`config.mk`:
```
export PLATFORM = sky130hd
export DESIGN_NAME = serial_subtractor
export DESIGN_NICKNAME = d
export VERILOG_FILES = /design/src/rtl/serial_subtractor.sv
export SDC_FILE = /design/constraint.sdc
export NUM_CORES = 1
export LEC_CHECK = 0
export CORE_MARGIN = 5
export CORE_UTILIZATION = 46
export DETAILED_ROUTE_END_ITERATION = 8
export GPL_TIMING_DRIVEN = 0
export HOLD_SLACK_MARGIN = 0.02
export PLACE_DENSITY_LB_ADDON = 0.08
export SLEW_MARGIN = 20
export SYNTH_ARGS = -nofsm -noshare
export SYNTH_HDL_FRONTEND = slang
export SYNTH_SLANG_ARGS = --single-unit
```
`constraint.sdc`:
```
create_clock -name clk -period 2.4 [get_ports clk]
set_clock_uncertainty 0.1 [all_clocks]
set_input_delay 0.72 -clock clk [delete_from_list [all_inputs] [get_ports clk]]
set_output_delay 0.72 -clock clk [all_outputs]
set_load 0.02 [all_outputs]
```
`src/rtl/serial_subtractor.sv`:
```
// Bit-serial two's-complement subtractor: diff = a - b, LSB first.
// Ports: clk, rst (async high), start/a/b in; busy/done/diff/borrow out;
// zero/ovf out only when SERIAL_SUB_FLAGS_EN is defined.
module serial_subtractor #(
   parameter int WIDTH = 18
) (
   input  logic             clk,
   input  logic             rst,
   input  logic             start,
   input  logic [WIDTH-1:0] a,
   input  logic [WIDTH-1:0] b,
   output logic             busy,
   output logic             done,
   output logic [WIDTH-1:0] diff,
   output logic             borrow
`ifdef SERIAL_SUB_FLAGS_EN
   ,
   output logic             zero,
   output logic             ovf
`endif
);

   localparam int CW = $clog2(WIDTH + 1);

   localparam logic [1:0] S_IDLE  = 2'd0;
   localparam logic [1:0] S_SHIFT = 2'd1;
   localparam logic [1:0] S_DONE  = 2'd2;

   logic [1:0]       state_q, state_d;
   logic [WIDTH-1:0] a_q, a_d;
   logic [WIDTH-1:0] b_q, b_d;
   logic [WIDTH-1:0] res_q, res_d;
   logic [CW-1:0]    cnt_q, cnt_d;
   logic             br_q, br_d;
   logic             borrow_q, borrow_d;

   logic             x, y, d_bit, br_nxt, last;
   logic [WIDTH-1:0] res_nxt;

   always_comb begin
      x       = a_q[0];
      y       = b_q[0];
      d_bit   = x ^ y ^ br_q;
      br_nxt  = (~x & y) | (~(x ^ y) & br_q);
      res_nxt = {d_bit, res_q[WIDTH-1:1]};
      last    = (cnt_q == CW'(WIDTH - 1));
   end

`ifdef SERIAL_SUB_FLAGS_EN
   logic as_q, as_d;
   logic bs_q, bs_d;
   logic zero_q, zero_d;
   logic ovf_q, ovf_d;
`endif

   always_comb begin
      state_d  = state_q;
      a_d      = a_q;
      b_d      = b_q;
      res_d    = res_q;
      cnt_d    = cnt_q;
      br_d     = br_q;
      borrow_d = borrow_q;
`ifdef SERIAL_SUB_FLAGS_EN
      as_d     = as_q;
      bs_d     = bs_q;
      zero_d   = zero_q;
      ovf_d    = ovf_q;
`endif
      case (state_q)
         S_IDLE: begin
            if (start) begin
               a_d     = a;
               b_d     = b;
               cnt_d   = '0;
               br_d    = 1'b0;
               state_d = S_SHIFT;
`ifdef SERIAL_SUB_FLAGS_EN
               as_d    = a[WIDTH-1];
               bs_d    = b[WIDTH-1];
`endif
            end
         end
         S_SHIFT: begin
            res_d = res_nxt;
            a_d   = a_q >> 1;
            b_d   = b_q >> 1;
            br_d  = br_nxt;
            cnt_d = cnt_q + CW'(1);
            if (last) begin
               state_d  = S_DONE;
               borrow_d = br_nxt;
`ifdef SERIAL_SUB_FLAGS_EN
               zero_d   = (res_nxt == '0);
               // Overflow: operand signs differ and result sign left a's sign
               ovf_d    = (as_q != bs_q) && (d_bit != as_q);
`endif
            end
         end
         S_DONE: state_d = S_IDLE;
         default: state_d = S_IDLE;
      endcase
   end

   always_ff @(posedge clk or posedge rst) begin
      if (rst) begin
         state_q  <= S_IDLE;
         a_q      <= '0;
         b_q      <= '0;
         res_q    <= '0;
         cnt_q    <= '0;
         br_q     <= 1'b0;
         borrow_q <= 1'b0;
      end else begin
         state_q  <= state_d;
         a_q      <= a_d;
         b_q      <= b_d;
         res_q    <= res_d;
         cnt_q    <= cnt_d;
         br_q     <= br_d;
         borrow_q <= borrow_d;
      end
   end

`ifdef SERIAL_SUB_FLAGS_EN
   always_ff @(posedge clk or posedge rst) begin
      if (rst) begin
         as_q   <= 1'b0;
         bs_q   <= 1'b0;
         zero_q <= 1'b0;
         ovf_q  <= 1'b0;
      end else begin
         as_q   <= as_d;
         bs_q   <= bs_d;
         zero_q <= zero_d;
         ovf_q  <= ovf_d;
      end
   end

   assign zero = zero_q;
   assign ovf  = ovf_q;
`endif

   assign busy   = (state_q == S_SHIFT);
   assign done   = (state_q == S_DONE);
   assign diff   = res_q;
   assign borrow = borrow_q;

endmodule

```
==> key figures, run 1 <==
Outcome
  – Status: completed

Setup path
  – Crit. End Element: output pin
  – CP arrival: 1410 ps
  – Critical path class: reg -> out
  – Reg2Reg Setup Slack: 1030 ps
  – Reg2reg start: state_q[0]
  – Req. time, crit path: 1580 ps
  – Reg2Reg Depth: 3
  – Largest fanout on the critical path: 10
  – Reg2reg end: b_q[4]
  – Crit start category: flip-flop

Routing
  – DRC: 0
  – Vias: 2441
  – Routed len/inst: 14.8 µm
  – Initial DRT Pass Iterations: 5
  – Drt via density: 5.24
  – 1st-iter DRT viols: 117
  – Final wirelength: 6890 µm
  – Final ANT Viol Nets: 0

Global routing
  – Vias in the first global route: 2471
  – First-pass GRT wire length: 12100 µm
  – Gr ovfl total: 0
  – Initial antenna violation count: 0
  – Global-route usage over all layers: 0.181
  – Largest net degree at the start of global routing: 34

Timing
  – Slew of the pin with the lowest slew margin: 454 ps
  – Final worst-path cycle share: 0.928
  – Worst rel slew slack: 0.697
  – Setup ws final: 172 ps
  – Hold slack: 377 ps
  – RSZ-0062 raised after global routing: no
  – Min Tclk post-route: 2230 ps
  – Setup TNS: 0 ps
  – Max Fclk: 449 MHz
  – Final hold vios: 0
  – Slew Limit Fails: 0
  – Endpoints failing setup: 0

Clock network
  – H-Tree Depth: 3
  – Post-CTS Setup Bufs: 0
  – Clk_lat worst skew: 330 ps
  – Sink Count: 63
  – CTS tree: done
  – Bufs on Longest Clock Path: 2
  – Root Buffer: clkbuf_8
  – Hold-fix buffers at CTS: 0
  – Total CTS buffers: 9
  – CTS clk-pin slew, worst paths: 70 ps

Synthesis
  – Cell Area, Synth: 0.00301 mm²
  – Sequential-to-total area share from yosys stat: 0.524
  – Most common cell in the netlist: nand2_1
  – Synth top cells by count: 65 x nand2_1, 63 x dfrtp_1, 35 x a21oi_1, 34 x o21ai_0, 30 x nor2b_1
  – Cell count after synthesis: 316
  – Post-synth top area share: 0.524
  – Mapped Nets: 358
  – Synthesized flop and latch total: 63
  – Post-synth EDFFs: 0
  – Netlist cell types: 27
  – Synth warn: 0
  – Syn_area_per_cell: 9.52 µm²
  – Largest area contributor in the netlist: dfrtp_1
  – Asr flop ratio synth: 1.00
  – Synth Flop Type: dfrtp_1
  – Largest cells by area after synthesis: dfrtp_1 52%, nand2_1 8.1%, a22oi_1 7.0%, nor2b_1 6.2%, a21oi_1 5.8%

Die
  – Io pins: 60
  – Die Y: 90.9 µm
  – Starting Density: 0.474
  – Die Wd: 90.9 µm
  – Num rows: 29
  – Die ar.: 0.00826 mm²
  – Core area: 0.00635 mm²

Layout
  – Antenna diodes: 0
  – Post-route cell area: 0.00386 mm²
  – Layout Cells excl Fill: 466
  – Fin util: 0.608
  – Fill count: 557
  – Share of layout cells above drive strength 1: 0.100
  – Area added between synthesis and finish: 28.2%
  – Total Nets Final: 427

Hold path
  – Min-Delay Endpoint: cnt_q[4]
  – Beginning of the worst hold path: cnt_q[4]
  – Hold Crit Class: reg -> reg
  – Hold path depth: 1

Power and ir drop
  – Clock share of power: 0.177
  – Peak supply drop: 0.000609 V
  – Seq pwr share: 0.414
  – Total internal power: 2.72 mW
  – P per Cell Area: 1140 mW/mm²
  – Leakage power: 1.75 nW
  – Sw frac: 0.381
  – Tot Pwr: 4.39 mW
  – Combinational group share of total power: 0.409
  – Sw power: 1.67 mW

Placement
  – Gpl congestion: 0.771
  – HPWL Detailed: 4770 µm
  – Post-placement cell count: 452
  – Pre-CTS setup slack: -124 ps
  – I/O Buffers: 58
  – Placed cell area: 0.00371 mm²

Flow run
  – Max_cap viols: 0
## cells by family (layout without fill, tap and decap cells)
kind of cell / Yosys count / count (layout) / synth area share
AND/OR/NAND/NOR: 109 / 109 / 0.183
buffers and inverters: 29 / 102 / 0.0541
multiplexers: 4 / 4 / 0.0133
AO/OA/AOI/OAI: 108 / 108 / 0.210
flip-flops: 63 / 63 / 0.524
adder cells (fa/ha/maj): 3 / 3 / 0.0150
## worst max-delay path by stage
stage                     cells after the start  startpoint  slack, ps     end
after floorplan                               1         rst         10  a_q[0]
after CTS                                     4  state_q[0]         10    done
final                                         4  state_q[0]        170    done
after detailed placement                      5  state_q[1]       -120    busy
after global placement                        2         rst      -1170  a_q[6]
after global routing                          4  state_q[0]         80    done
## timing repair
action / in CTS / in global routing
resized for setup: 7 / 5
setup endpoints to repair: 2 / 2
pin swaps: 0 / 0
## critical path, stage by stage, from the launching register on
cell     delay (ps)
dfrtp_2         440
buf_4           180
buf_4           170
nor2b_1         110
buf_2           170
## cells in the final DEF (no fill, tap or decap), types with 2 or more instances in the layout
cell type        count
buf_2               11
buf_4                3
mux2i_1              4
o21ai_0             34
buf_6                3
clkbuf_1             9
o21ai_1              7
dfrtp_2              2
nor2b_1             30
clkdlybuf4s50_1     56
a22oi_1             28
a21oi_1             35
nand2b_1             2
dfrtp_1             61
clkbuf_8            10
ha_1                 2
inv_1                4
nand2_1             65
nand4_1              2
and3b_1              6
## power by group through the flow
stage          Combinational, mW  Sequential (mW)  Clock (mW)
3_5_place_dp                1.82             1.83           0
4_1_cts                     1.82             1.81       0.802
6_report                    1.79             1.82       0.778
3_3_place_gp                1.78             1.82           0
5_1_grt                     2.02             1.89       0.852
2_1_floorplan               1.06             1.91           0
## sequential cells by signal (all words and copies together) (netlist names)
register and count:
a_q 18, cnt_q 5, br_q 1, borrow 1, diff 18, state_q 2
b_q 18
## layout make-up
type	instances	area [µm²]	area share
clock inverter	1	5.00	0.00130
timing repair buffer	59	591	0.153
sequential	63	1580	0.409
inverter	6	25.0	0.00649
buffer	22	140	0.0363
multi-input combinational	224	1270	0.329
tap	77	96.3	0.0250
clock buffer	14	153	0.0396
## per-layer routing
metal  vias to the layer above  global-route usage  part of all wire
li1                       1228                   -                 -
met5                         -                   0                 0
met1                      1155               0.250              0.48
met3                         6              0.0442             0.042
met4                         0              0.0770             0.010
met2                        52               0.269              0.47
Note: power is estimated with default switching activity, not from simulation.
==> run 2, diff against run 1 <==
CORE_MARGIN = 2   (was 5)
CORE_UTILIZATION = 35   (was 46)
CTS_CLUSTER_DIAMETER = 200   (was not set)
==> key figures, run 2 (synthesis results as in run 1) <==
Outcome
  – Status: completed

Placement
  – Placed cell area: 0.00375 mm² (+1.1%)
  – Gpl congestion: 0.729 (-5.5%)
  – HPWL Detailed: 4800 µm (+0.61%)
  – Pre-CTS setup slack: -137 ps (-12.6 ps)
  – Post-placement cell count: 480 (+6.2%)
  – I/O Buffers: 58 (unchanged)

Clock network
  – Total CTS buffers: 9 (unchanged)
  – Root Buffer: clkbuf_8
  – Clk_lat worst skew: 340 ps (about the same)
  – CTS clk-pin slew, worst paths: 70 ps (about the same)
  – CTS tree: done
  – H-Tree Depth: 3 (unchanged)
  – Sink Count: 63 (unchanged)
  – Bufs on Longest Clock Path: 2 (unchanged)
  – Post-CTS Setup Bufs: 0 (unchanged)

Layout
  – Footprint of the multi-input gates: 0.00127 mm² (unchanged)
  – Commonest non-fill, non-tap cell in the layout: nand2_1
  – Total Nets Final: 427 (unchanged)
  – Layout Cells excl Fill: 495 (+6.2%)
  – Commonest non-fill, non-tap cells in the layout: 65 x nand2_1, 62 x dfrtp_1, 56 x clkdlybuf4s50_1
  – Antenna diodes: 0 (unchanged)
  – Area added between synthesis and finish: 31.6%
  – Share of layout cells above drive strength 1: 0.110 (+0.0100)
  – Post-route cell area: 0.00396 mm² (+2.6%)
  – Seq. cell area: 0.00158 mm² (about the same)
  – Fill count: 823 (+48%)

Power and ir drop
  – Total internal power: 2.85 mW (+4.9%)
  – Seq pwr share: 0.395 (-0.019)
  – Combinational group share of total power: 0.398 (-0.011)
  – Clock share of power: 0.207 (+0.030)
  – Leakage power: 1.78 nW (+1.9%)
  – Sw power: 1.74 mW (+4.0%)
  – Sw frac: 0.379 (-0.00209)
  – P per Cell Area: 1160 mW/mm² (+1.9%)
  – Peak supply drop: 0.000429 V (-29%)

Routing
  – Routed len/inst: 14.3 µm (-3.3%)
  – Vias: 2475 (+1.4%)
  – Drt via density: 5.00 (-4.5%)
  – Initial DRT Pass Iterations: 4 (-1)
  – 1st-iter DRT viols: 133 (+14%)
  – Final ANT Viol Nets: 0 (unchanged)
  – Final wirelength: 7080 µm (+2.7%)
  – DRC: 0 (unchanged)

Die
  – Starting Density: 0.364 (-0.109)
  – Die ar.: 0.00935 mm² (+13%)
  – Die Wd: 96.7 µm (+6.4%)
  – Num rows: 33 (+14%)
  – Core area: 0.00826 mm² (+30%)
  – Io pins: 60 (unchanged)
  – Die Y: 96.7 µm (+6.4%)

Setup path
  – Req. time, crit path: 1580 ps (about the same)
  – CP max stage delay: 430 ps (about the same)
  – Crit start category: flip-flop
  – Crit. End Element: output pin
  – CP max stage cell: dfrtp_1
  – Cell Chain, Critical Path: nand2b_4 -> inv_2 -> buf_12 -> clkdlybuf4s15_2
  – Critical path class: reg -> out
  – Largest fanout on the critical path: 19 (+9)
  – CP arrival: 1490 ps (+80 ps)

Timing
  – Slew of the pin with the lowest slew margin: 514 ps (+60.0 ps)
  – Worst rel slew slack: 0.657 (-0.0400)
  – Setup TNS: 0 ps (unchanged)
  – RSZ-0062 raised after global routing: no
  – Slew Limit Fails: 0 (unchanged)
  – Final hold vios: 0 (unchanged)
  – Setup ws final: 90.6 ps (-81.5 ps)
  – Final worst-path cycle share: 0.962 (+0.0340)
  – Max Fclk: 433 MHz (-3.5%)
  – Endpoints failing setup: 0 (unchanged)
  – Min Tclk post-route: 2310 ps (+81.5 ps)

Global routing
  – First-pass GRT wire length: 11800 µm (-2.8%)
  – Global-route layer with the greatest usage: met2
  – Met1 Use GR: 0.221 (-0.0293)
  – Vias in the first global route: 2375 (-3.9%)
  – Gr ovfl total: 0 (unchanged)
  – Largest net degree at the start of global routing: 43 (+26%)
  – Global-route usage over all layers: 0.154 (-0.0264)
  – Initial antenna violation count: 0 (unchanged)
  – Met3 Use GR: 0.0347 (-0.00948)
  – GRT met2 Usage: 0.228 (-0.0413)

Flow run
  – Max_cap viols: 0 (unchanged)

Hold path
  – Hold Crit Class: reg -> reg
-- run 2: cell types whose count changed in the layout (fill, tap and decap cells not counted), sizes merged --
cell,before,now
clkinvlp,0,1
clkdlybuf4s15,0,1
inv,6,7
clkbuf,20,16
buf,19,18
clkinv,1,3
bufinv,0,1
-- run 2: timing repair --
item                       4_1_cts  5_1_grt
setup endpoints to repair        2        2
hold buffers                     0        0
resized for setup                7        4
-- run 2: worst paths after layout --
path,from,end,slack (ps),depth (start not counted)
setup / recovery,state_q[1],busy,90,4
hold / removal,a_q[13],a_q[13],380,2
setup reg to reg,state_q[1],a_q[0],1010,4
hold reg to reg,a_q[13],a_q[13],380,2
max in group asynchronous,rst,state_q[0],1100,3
min in group asynchronous,rst,diff[10],590,2
-- run 2: through the flow --
step                hold slack, ps  utilization  power (mW)
floorplan                      331            -        2.97
CTS                            386        0.479        4.61
finish                         385        0.480        4.59
global route                   409        0.480        4.95
detailed placement             365        0.454        3.66
global placement               364        0.451        3.62
-- run 2: area by class of cell --
class	count	area share
Buffer	22	0.0367
Clock buffer	10	0.0348
Clock inverter	6	0.0174
Inverter	6	0.00632
Multi-Input combinational cell	224	0.321
Sequential cell	63	0.398
Tap cell	105	0.0332
Timing Repair Buffer	59	0.153
-- run 2: routing by layer --
| layer | share of wire | wire length (µm) |
|---|---|---|
| met1 | 0.50 | 3540 |
| met2 | 0.44 | 3150 |
| met3 | 0.039 | 278 |
| met4 | 0.015 | 108 |
| met5 | 0 | 0 |
-- run 2: critical path: cells and delay by family (launching register included) --
kind / cells / cell delay (ps)
buffers and inverters: 3 / 530
and+or+nand+nor: 1 / 180
DFF: 1 / 430
-- run 2: power groups by stage --
stage	Clock, mW	Sequential (mW)	Combinational (mW)
after global placement	0	1.82	1.80
after detailed placement	0	1.82	1.84
after floorplan	0	1.91	1.06
after CTS	0.976	1.81	1.83
after global routing	1.03	1.88	2.05
final	0.951	1.81	1.82
